$ cat src/rtl/mem_stage_if.sv
// mem_stage_if -- data-memory bus between the memory stage and the data memory.
//   dmem_req   : access in flight (held high until ack or timeout)
//   dmem_we    : write strobe (1 = store)
//   dmem_addr  : word address, bits [1:0] always 0
//   dmem_wdata : store data replicated onto the byte lanes
//   dmem_be    : byte enables
//   dmem_rdata : read word returned by memory
//   dmem_ack   : access completion from memory
// master = memory stage, slave = memory.
interface mem_stage_if;
    logic        dmem_req;
    logic        dmem_we;
    logic [31:0] dmem_addr;
    logic [31:0] dmem_wdata;
    logic [3:0]  dmem_be;
    logic [31:0] dmem_rdata;
    logic        dmem_ack;

    modport master (
        output dmem_req, dmem_we, dmem_addr, dmem_wdata, dmem_be,
        input  dmem_rdata, dmem_ack
    );

    modport slave (
        input  dmem_req, dmem_we, dmem_addr, dmem_wdata, dmem_be,
        output dmem_rdata, dmem_ack
    );
endinterface

$ cat src/rtl/mem_stage.sv
// mem_stage -- pipeline memory stage: turns execute-stage load/store results
// into single data-memory bus accesses and returns extended load data.
//
// Ports:
//   clk, rst_n            : clock, asynchronous active-low reset
//   valid_in              : execute result valid
//   mem_read, mem_write   : load / store request (both high = store)
//   funct3                : width / extension (LB LH LW LBU LHU; SB SH SW)
//   alu_result            : effective byte address
//   store_data            : right-aligned store source
//   bus                   : data-memory bus (mem_stage_if.master)
//   load_data             : registered, extended load result
//   done                  : one-cycle pulse when an access completes
//   stall                 : combinational upstream freeze
//   fault                 : one-cycle pulse on ack timeout (or trapped misalignment)
//
// Parameter ACK_TIMEOUT (1..255): WAIT cycles without ack before fault.
//
// Build option MEM_MISALIGN_TRAP_EN: when defined, misaligned half/word
// accesses are rejected with a fault; when undefined they are force-aligned
// and proceed normally.
module mem_stage #(
    parameter int ACK_TIMEOUT = 15
) (
    input  logic               clk,
    input  logic               rst_n,
    input  logic               valid_in,
    input  logic               mem_read,
    input  logic               mem_write,
    input  logic [2:0]         funct3,
    input  logic [31:0]        alu_result,
    input  logic [31:0]        store_data,
    mem_stage_if.master        bus,
    output logic [31:0]        load_data,
    output logic               done,
    output logic               stall,
    output logic               fault
);
    localparam logic [7:0] TO = 8'(ACK_TIMEOUT);

    typedef enum logic {IDLE, WAIT} state_t;

    state_t      state;
    logic [7:0]  cnt;
    logic [2:0]  f3_q;
    logic [1:0]  off_q;

    logic        is_half, is_word, misalign, trap;
    logic        req_hit, accept, trap_hit;
    logic [1:0]  off;
    logic [3:0]  be_n;
    logic [31:0] wdata_n;
    logic [31:0] shifted;
    logic [31:0] ld_n;

    assign is_half  = (funct3[1:0] == 2'b01);
    assign is_word  = funct3[1];
    assign misalign = (is_half && alu_result[0]) || (is_word && (alu_result[1:0] != 2'b00));

`ifdef MEM_MISALIGN_TRAP_EN
    assign off  = alu_result[1:0];
    assign trap = misalign;
`else
    // Force-align: drop the offending low address bits and carry on.
    assign off  = misalign ? (is_half ? {alu_result[1], 1'b0} : 2'b00) : alu_result[1:0];
    assign trap = 1'b0;
`endif

    assign req_hit  = valid_in && (mem_read || mem_write);
    assign accept   = (state == IDLE) && req_hit && !trap;
    assign trap_hit = (state == IDLE) && req_hit && trap;

    // Request is a pure decode of state so reset drops it without a clock.
    assign bus.dmem_req = (state == WAIT);
    assign stall        = (state == WAIT) || accept;

    always_comb begin
        be_n    = 4'b1111;
        wdata_n = store_data;
        case (funct3[1:0])
            2'b00: begin
                be_n    = 4'b0001 << off;
                wdata_n = {4{store_data[7:0]}};
            end
            2'b01: begin
                be_n    = 4'b0011 << off;
                wdata_n = {2{store_data[15:0]}};
            end
            default: ;
        endcase
    end

    // Bring the addressed lane down to bit 0, then extend.
    assign shifted = bus.dmem_rdata >> {off_q, 3'b000};

    always_comb begin
        ld_n = shifted;
        case (f3_q)
            3'b000:  ld_n = {{24{shifted[7]}},  shifted[7:0]};
            3'b001:  ld_n = {{16{shifted[15]}}, shifted[15:0]};
            3'b100:  ld_n = {24'd0, shifted[7:0]};
            3'b101:  ld_n = {16'd0, shifted[15:0]};
            default: ld_n = shifted;
        endcase
    end

    always_ff @(posedge clk or negedge rst_n) begin
        if (!rst_n) begin
            state          <= IDLE;
            cnt            <= 8'd0;
            f3_q           <= 3'd0;
            off_q          <= 2'd0;
            bus.dmem_we    <= 1'b0;
            bus.dmem_addr  <= 32'd0;
            bus.dmem_wdata <= 32'd0;
            bus.dmem_be    <= 4'b0000;
            load_data      <= 32'd0;
            done           <= 1'b0;
            fault          <= 1'b0;
        end else begin
            done  <= 1'b0;
            fault <= 1'b0;
            case (state)
                IDLE: begin
                    if (accept) begin
                        state          <= WAIT;
                        cnt            <= 8'd0;
                        f3_q           <= funct3;
                        off_q          <= off;
                        bus.dmem_we    <= mem_write;
                        bus.dmem_addr  <= {alu_result[31:2], 2'b00};
                        bus.dmem_be    <= be_n;
                        bus.dmem_wdata <= wdata_n;
                    end else if (trap_hit) begin
                        fault <= 1'b1;
                    end
                end
                WAIT: begin
                    // Ack takes priority over a timeout reached in the same cycle.
                    if (bus.dmem_ack) begin
                        state <= IDLE;
                        done  <= 1'b1;
                        if (!bus.dmem_we)
                            load_data <= ld_n;
                    end else if (cnt + 8'd1 == TO) begin
                        state <= IDLE;
                        fault <= 1'b1;
                    end else begin
                        cnt <= cnt + 8'd1;
                    end
                end
                default: state <= IDLE;
            endcase
        end
    end
endmodule

$ cat src/flat_wrapper.sv
// flat-port wrapper written by rule: the top's interface ports become plain ports
module mem_stage_flat 
#(
    parameter int ACK_TIMEOUT = 15
)
  (clk, rst_n, valid_in, mem_read, mem_write, funct3, alu_result, store_data, load_data, done, stall, fault, bus_dmem_req, bus_dmem_we, bus_dmem_addr, bus_dmem_wdata, bus_dmem_be, bus_dmem_rdata, bus_dmem_ack);
  mem_stage_if bus_i ();
  input  logic clk;
  input  logic rst_n;
  input  logic valid_in;
  input  logic mem_read;
  input  logic mem_write;
  input  logic [2:0] funct3;
  input  logic [31:0] alu_result;
  input  logic [31:0] store_data;
  output logic [31:0] load_data;
  output logic done;
  output logic stall;
  output logic fault;
  output wire logic [$bits(bus_i.dmem_req)-1:0] bus_dmem_req;
  output wire logic [$bits(bus_i.dmem_we)-1:0] bus_dmem_we;
  output wire logic [$bits(bus_i.dmem_addr)-1:0] bus_dmem_addr;
  output wire logic [$bits(bus_i.dmem_wdata)-1:0] bus_dmem_wdata;
  output wire logic [$bits(bus_i.dmem_be)-1:0] bus_dmem_be;
  input wire logic [$bits(bus_i.dmem_rdata)-1:0] bus_dmem_rdata;
  input wire logic [$bits(bus_i.dmem_ack)-1:0] bus_dmem_ack;
  assign bus_dmem_req = bus_i.dmem_req;
  assign bus_dmem_we = bus_i.dmem_we;
  assign bus_dmem_addr = bus_i.dmem_addr;
  assign bus_dmem_wdata = bus_i.dmem_wdata;
  assign bus_dmem_be = bus_i.dmem_be;
  assign bus_i.dmem_rdata = bus_dmem_rdata;
  assign bus_i.dmem_ack = bus_dmem_ack;
  mem_stage #(.ACK_TIMEOUT(ACK_TIMEOUT)) u_core (.clk(clk), .rst_n(rst_n), .valid_in(valid_in), .mem_read(mem_read), .mem_write(mem_write), .funct3(funct3), .alu_result(alu_result), .store_data(store_data), .bus(bus_i), .load_data(load_data), .done(done), .stall(stall), .fault(fault));
endmodule
$ cat config.mk
export PLATFORM = sky130hd
export DESIGN_NAME = mem_stage_flat
export DESIGN_NICKNAME = d
export VERILOG_FILES = /design/src/rtl/mem_stage_if.sv /design/src/rtl/mem_stage.sv /design/src/flat_wrapper.sv
export SDC_FILE = /design/constraint.sdc
export NUM_CORES = 1
export LEC_CHECK = 0
export ABC_AREA = 0
export BUFFER_PORTS_ARGS = -buffer_cell sky130_fd_sc_hd__clkbuf_2
export CAP_MARGIN = 20
export CORE_ASPECT_RATIO = 2
export CORE_MARGIN = 2
export CORE_UTILIZATION = 49
export DETAILED_ROUTE_END_ITERATION = 8
export GPL_ROUTABILITY_DRIVEN = 0
export MAX_ROUTING_LAYER = met4
export PLACE_DENSITY = 0.87
export SYNTH_ARGS = -nofsm -noshare
export SYNTH_HDL_FRONTEND = slang
export SYNTH_SLANG_ARGS = --single-unit
$ cat constraint.sdc
create_clock -name clk -period 2.5 [get_ports clk]
set_clock_uncertainty 0.15 [all_clocks]
set_input_delay 0.25 -clock clk [delete_from_list [all_inputs] [get_ports clk]]
set_output_delay 0.25 -clock clk [all_outputs]
set_load 0.05 [all_outputs]
==> results of run 1 <==
[worst max-delay path, cell delays in order (launching register included)]
cell and delay, ns:
dfrtp_1 0.46, ha_1 0.33, nand3_4 0.11, and3_1 0.20, o211ai_2 0.18, o31a_1 0.45, mux2i_1 0.30
[flip-flops by register name (all words and copies together), names as in the netlist]
signal,count
u_core.done,1
u_core.off_q,2
u_core.cnt,8
u_core.bus.dmem_req,1
u_core.fault,1
u_core.bus.dmem_be,4
u_core.bus.dmem_we,1
u_core.bus.dmem_wdata,32
u_core.bus.dmem_addr,30
u_core.load_data,32
u_core.f3_q,3
[cell usage after synthesis, drive strengths merged, types with 5 or more instances]
master  instances  area [sq um]
dfrtp         115          2880
clkbuf         18          67.6
buf            24           143
nand3           7          47.6
mux2i          49           498
nand2b          5          31.3
o22a           16           140
a21oi          17          85.1
nor2           34           130
and2            9          56.3
mux2            7          78.8
nand2         205           769
o211ai          8          65.1
o21ai          40           215
[per-stage QoR]
step	area, sq um	std cells	utilization	hold WS [ns]	setup slack [ns]
global route	7880	1001	0.725	0.0351	0.128
finish	7880	1001	0.725	0.0189	0.221
CTS	7880	1001	0.725	0.00178	0.222
detailed placement	6630	910	0.609	0.234	0.295
global placement	6630	910	0.609	0.238	0.363
floorplan	5480	593	-	-0.196	0.513
[worst paths after layout]
check / from / endpoint / slack (ns) / cells past startpoint
max: u_core.cnt[0]$_DFFE_PN0P_ / u_core.cnt[2]$_DFFE_PN0P_ / 0.22 / 6
min: store_data[9] / u_core.bus.dmem_wdata[9]$_DFFE_PN0P_ / 0.02 / 3
min reg2reg: u_core.load_data[5]$_DFFE_PN0P_ / u_core.load_data[5]$_DFFE_PN0P_ / 0.32 / 2
max in group asynchronous: rst_n / u_core.load_data[14]$_DFFE_PN0P_ / 1.37 / 3
min in group asynchronous: rst_n / u_core.load_data[3]$_DFFE_PN0P_ / 0.28 / 3
max reg2reg: u_core.cnt[0]$_DFFE_PN0P_ / u_core.cnt[2]$_DFFE_PN0P_ / 0.22 / 6
[layout by cell type, fill, tap and decap left out, drive strengths merged, types with 7 or more instances in the layout]
cell type / count
o21ai: 40
nor2: 34
nand2: 205
mux2: 7
mux2i: 49
a21oi: 17
o22a: 16
o211ai: 8
nand3: 7
buf: 13
and2: 9
dfrtp: 115
clkbuf: 230
dlygate4sd3: 59
[routing by layer]
layer | global-route usage | vias up | share of wire
met1 | 0.308 | 2522 | 0.34
met3 | 0.0487 | 78 | 0.050
met5 | - | - | 0
met4 | 0.209 | 0 | 0.063
li1 | - | 2470 | -
met2 | 0.532 | 268 | 0.54
[area by class of cell]
type                    count  area [sq um]  area share
flip-flops and latches    115          2880       0.365
inverters                   4          15.0     0.00191
well taps                 140           175      0.0222
multi-input cells         432          2390       0.304
repair buffers            278          1760       0.223
clock inverters             8           171      0.0217
clock buffers              24           492      0.0624
[power by group through the flow]
| stage | registers [mW] | clock network [mW] | logic (mW) |
|---|---|---|---|
| final | 2.73 | 2.70 | 3.59 |
| after global routing | 2.78 | 2.83 | 3.78 |
| after CTS | 2.72 | 2.74 | 3.58 |
| after detailed placement | 2.74 | 0 | 3.50 |
| after global placement | 2.73 | 0 | 3.45 |
| after floorplan | 4.47 | 0 | 0.833 |
[kinds of logic after synthesis]
family	synth area share
AOI/OAI and AO/OA	0.108
xor gates and xnor gates	0.0112
adders and majority gates	0.00457
buffers and inverters	0.0411
DFF	0.525
muxes	0.105
other	0.000684
and+or+nand+nor	0.204
==> results.yml, run 1 <==
status:
  status: "completed"
place:
  portBuffers: 207
  place_hpwl_mm: 11.3
worst_setup_path:
  endpoint_kind: "flip-flop"
  cp-start-kind: "flip-flop"
  crit_required_ns: 2.66
  arrival_ns: 2.44
  critPathKind: "flip-flop to flip-flop"
  worstPathMaxFanout: 8
yosys:
  synth_cell_types: 45
  netlist_instances: 592
  synth_area_sq_um: 5480
  synth-seq-cells: 115
  yosysSeqAreaShare: 0.525
  avgSynthCellArea_sq_um: 9.26
  synthArstFlopShare: 1.00
  ys.flop_type: "dfrtp_1"
  synth_edf_count: 0
  yosysWarnings: 0
global_route:
  grt_pass1_wl_mm: 27.8
  antenna_found_initial: 0
  grtUsageTotal: 0.307
  grt_max_degree: 116
  grt_pass1_vias: 5637
  overflow: 0
floorplan:
  die_area_sq_um: 12100
  start_util: 0.504
  die_w_um: 78.8
  rows: 54
  core_area_sq_um: 10900
  io_pins: 210
  die_h_um: 154
pwr:
  sequentialPowerShare: 0.302
  finalPower_mw: 9.02
  p_per_area_nw_per_um2: 1140
  ir_drop_uv: 859
  p_int_mw: 5.15
  p_leak_nw: 4.04
  switching_share: 0.429
  p_switching_mw: 3.87
  pwr-share-clk: 0.300
  power_frac_comb: 0.398
sta:
  totalNegativeSetupSlack_ns: 0
  fin_crit_ns: 2.28
  finalHoldViolCount: 0
  fmax_ghz: 0.439
  relSlewSlack: 0.555
  tightest_slew_ns: 0.668
  rsz0062_at_grt: "no"
  finalCritPeriodShare: 0.912
  setup_viol: 0
  slew_violations: 0
drt:
  dr_total_vias: 5338
  remaining_drc_errors: 0
  drtPass1Iterations: 4
  ant_nets: 0
  vias_per_cell: 5.33
  drt_iter0_markers: 257
  wl_per_cell_um: 17.3
  wirelength_mm: 17.3
clocking:
  cts.sinks: 115
  clkSlewWorstSetupHoldPaths_ns: 0.05
  clock_path_buffers: 2
  cts_setup_buffers: 0
  htree_levels: 4
  clock-root-buffer: "clkbuf_16"
  post_cts_resized: 0
  cts_buffers: 17
  clk_latency_ns: 0.40
  tritoncts: "built"
  postCtsHoldBufs: 59
cells_and_area:
  drive_gt1_frac: 0.311
  areaGrowthSynthToFinish_pct: 43.8
  fillers: 777
  nNetsFinal: 955
  diodes: 0
worst_hold_path:
  min_path_type: "input port to flip-flop"
run:
  cap_violations: 0
No activity file was read; power rests on OpenSTA's default activity.
==> run 2: changes to the inputs <==
- RECOVER_POWER: not set -> 25
- TNS_END_PERCENT: not set -> 20
==> results.yml, run 2 (synthesis gave the netlist of run 1 again) <==
status:
  status: "finished with violations"
  failed_checks: "capacitance limit, slew limit"
floorplan:
  io_pins: 210
  die_h_um: 154
  rows: 54
  die_area_sq_um: 12100
  die_w_um: 78.8
  start_util: 0.504
  core_area_sq_um: 10900
sta:
  setup_viol: 0
  finalCritPeriodShare: 0.909
  totalNegativeSetupSlack_ns: 0
  fin_crit_ns: 2.27
  rsz0062_at_grt: "no"
  finalHoldViolCount: 0
  fmax_ghz: 0.440
  relSlewSlack: -0.0436
  tightest_slew_ns: 1.57
  slew_violations: 116
place:
  place_hpwl_mm: 11.3
  portBuffers: 207
drt:
  ant_nets: 0
  drtPass1Iterations: 4
  vias_per_cell: 5.30
  wl_per_cell_um: 17.3
  dr_total_vias: 5304
  wirelength_mm: 17.3
  drt_iter0_markers: 239
  remaining_drc_errors: 0
worst_setup_path:
  reg2reg_to: "u_core.cnt[2]$_DFFE_PN0P_"
  r2r-start: "u_core.cnt[0]$_DFFE_PN0P_"
  crit_required_ns: 2.66
  critPathKind: "flip-flop to flip-flop"
  reg2reg_depth: 6
  arrival_ns: 2.43
  worstPathMaxFanout: 8
  endpoint_kind: "flip-flop"
  r2r_slack_ns: 0.23
  cp-start-kind: "flip-flop"
cells_and_area:
  final_core_util: 0.723
  final_common_cell: "clkbuf_2"
  nNetsFinal: 955
  areaGrowthSynthToFinish_pct: 43.6
  drive_gt1_frac: 0.311
  reg_top3: "u_core.bus.dmem_wdata (32), u_core.load_data (32), u_core.bus.dmem_addr (30)"
  diodes: 0
  final_cell_mix: "206 x clkbuf_2, 205 x nand2_1, 115 x dfrtp_1"
  fillers: 779
clocking:
  post_cts_resized: 0
  tritoncts: "built"
  clock_path_buffers: 2
  cts.sinks: 115
  clk_latency_ns: 0.40
  clock-root-buffer: "clkbuf_16"
  htree_levels: 4
  clkSlewWorstSetupHoldPaths_ns: 0.05
  cts_buffers: 17
global_route:
  grtUsageTotal: 0.307
  antenna_found_initial: 0
  overflow: 0
  grt_pass1_vias: 5637
  grt_max_degree: 116
  grt_pass1_wl_mm: 27.8
run:
  cap_violations: 1
pwr:
  p_leak_nw: 4.04
  ir_drop_uv: 861
  p_per_area_nw_per_um2: 1150
  finalPower_mw: 9.02
worst_hold_path:
  whs_path_depth: 3
  min_from: "store_data[9]"
  min_path_type: "input port to flip-flop"
  hold_end: "u_core.bus.dmem_wdata[9]$_DFFE_PN0P_"
==> run 2: cell types whose count changed in the layout (fill, tap and decap cells not counted) <==
cell	delta
and2_1	-1
clkbuf_4	+2
buf_12	-1
and2_0	+1
buf_4	-1
==> run 2: repair_timing <==
item / in CTS / in global routing
hold buffers: 59 / 0
endpoints found under the hold margin: 174 / 0
buffers inserted: 0 / 0
==> run 2: cell type report <==
cell class                 instances  area, sq um  share of cell area
inverter                           4         15.0             0.00191
multi-input combinational        432         2390               0.304
clock buffer                      24          492              0.0625
sequential                       115         2880               0.366
clock inverter                     8          171              0.0218
tap                              140          175              0.0223
timing repair buffer             278         1740               0.222
==> run 2: how the worst max path moves through the flow <==
stage                                    from  cells past startpoint                          endpoint
CTS                 u_core.cnt[0]$_DFFE_PN0P_                      6         u_core.cnt[2]$_DFFE_PN0P_
global placement    u_core.cnt[0]$_DFFE_PN0P_                      6     u_core.bus.dmem_req$_DFF_PN0_
finish              u_core.cnt[0]$_DFFE_PN0P_                      6         u_core.cnt[2]$_DFFE_PN0P_
floorplan           u_core.cnt[0]$_DFFE_PN0P_                      7     u_core.bus.dmem_req$_DFF_PN0_
detailed placement  u_core.cnt[0]$_DFFE_PN0P_                      6     u_core.bus.dmem_req$_DFF_PN0_
global route                            rst_n                      3  u_core.load_data[29]$_DFFE_PN0P_
==> run 2: metrics by stage <==
stage	instances	hold slack, ns	instance area (sq um)	setup WS, ns
floorplan	593	-0.196	5480	0.513
global placement	910	0.238	6630	0.363
detailed placement	910	0.234	6630	0.295
CTS	1001	0.00178	7880	0.222
global route	1001	0.0351	7870	0.101
finish	1001	0.0201	7870	0.227
==> run 2: where the power goes <==
group	leakage [nW]	switching (mW)	total (mW)	internal (mW)
registers	1.41	0.339	2.73	2.39
clock network	0.321	0.825	2.70	1.88
logic	2.31	2.70	3.59	0.882
==> run 2: routing by layer <==
layer,track usage,vias to the layer above,share of wire,wire length (um)
met5,-,-,0,0
met4,0.209,0,0.062,1080
met3,0.0487,78,0.048,828
met2,0.532,252,0.54,9410
met1,0.308,2500,0.35,5960
li1,-,2474,-,-
==> run 2: worst max-delay path: stages (launching register included) <==
cell	delay, ns
dfrtp_1	0.46
ha_1	0.33
nand3_4	0.11
and3_1	0.20
o211ai_2	0.18
o31a_1	0.45
mux2i_1	0.30
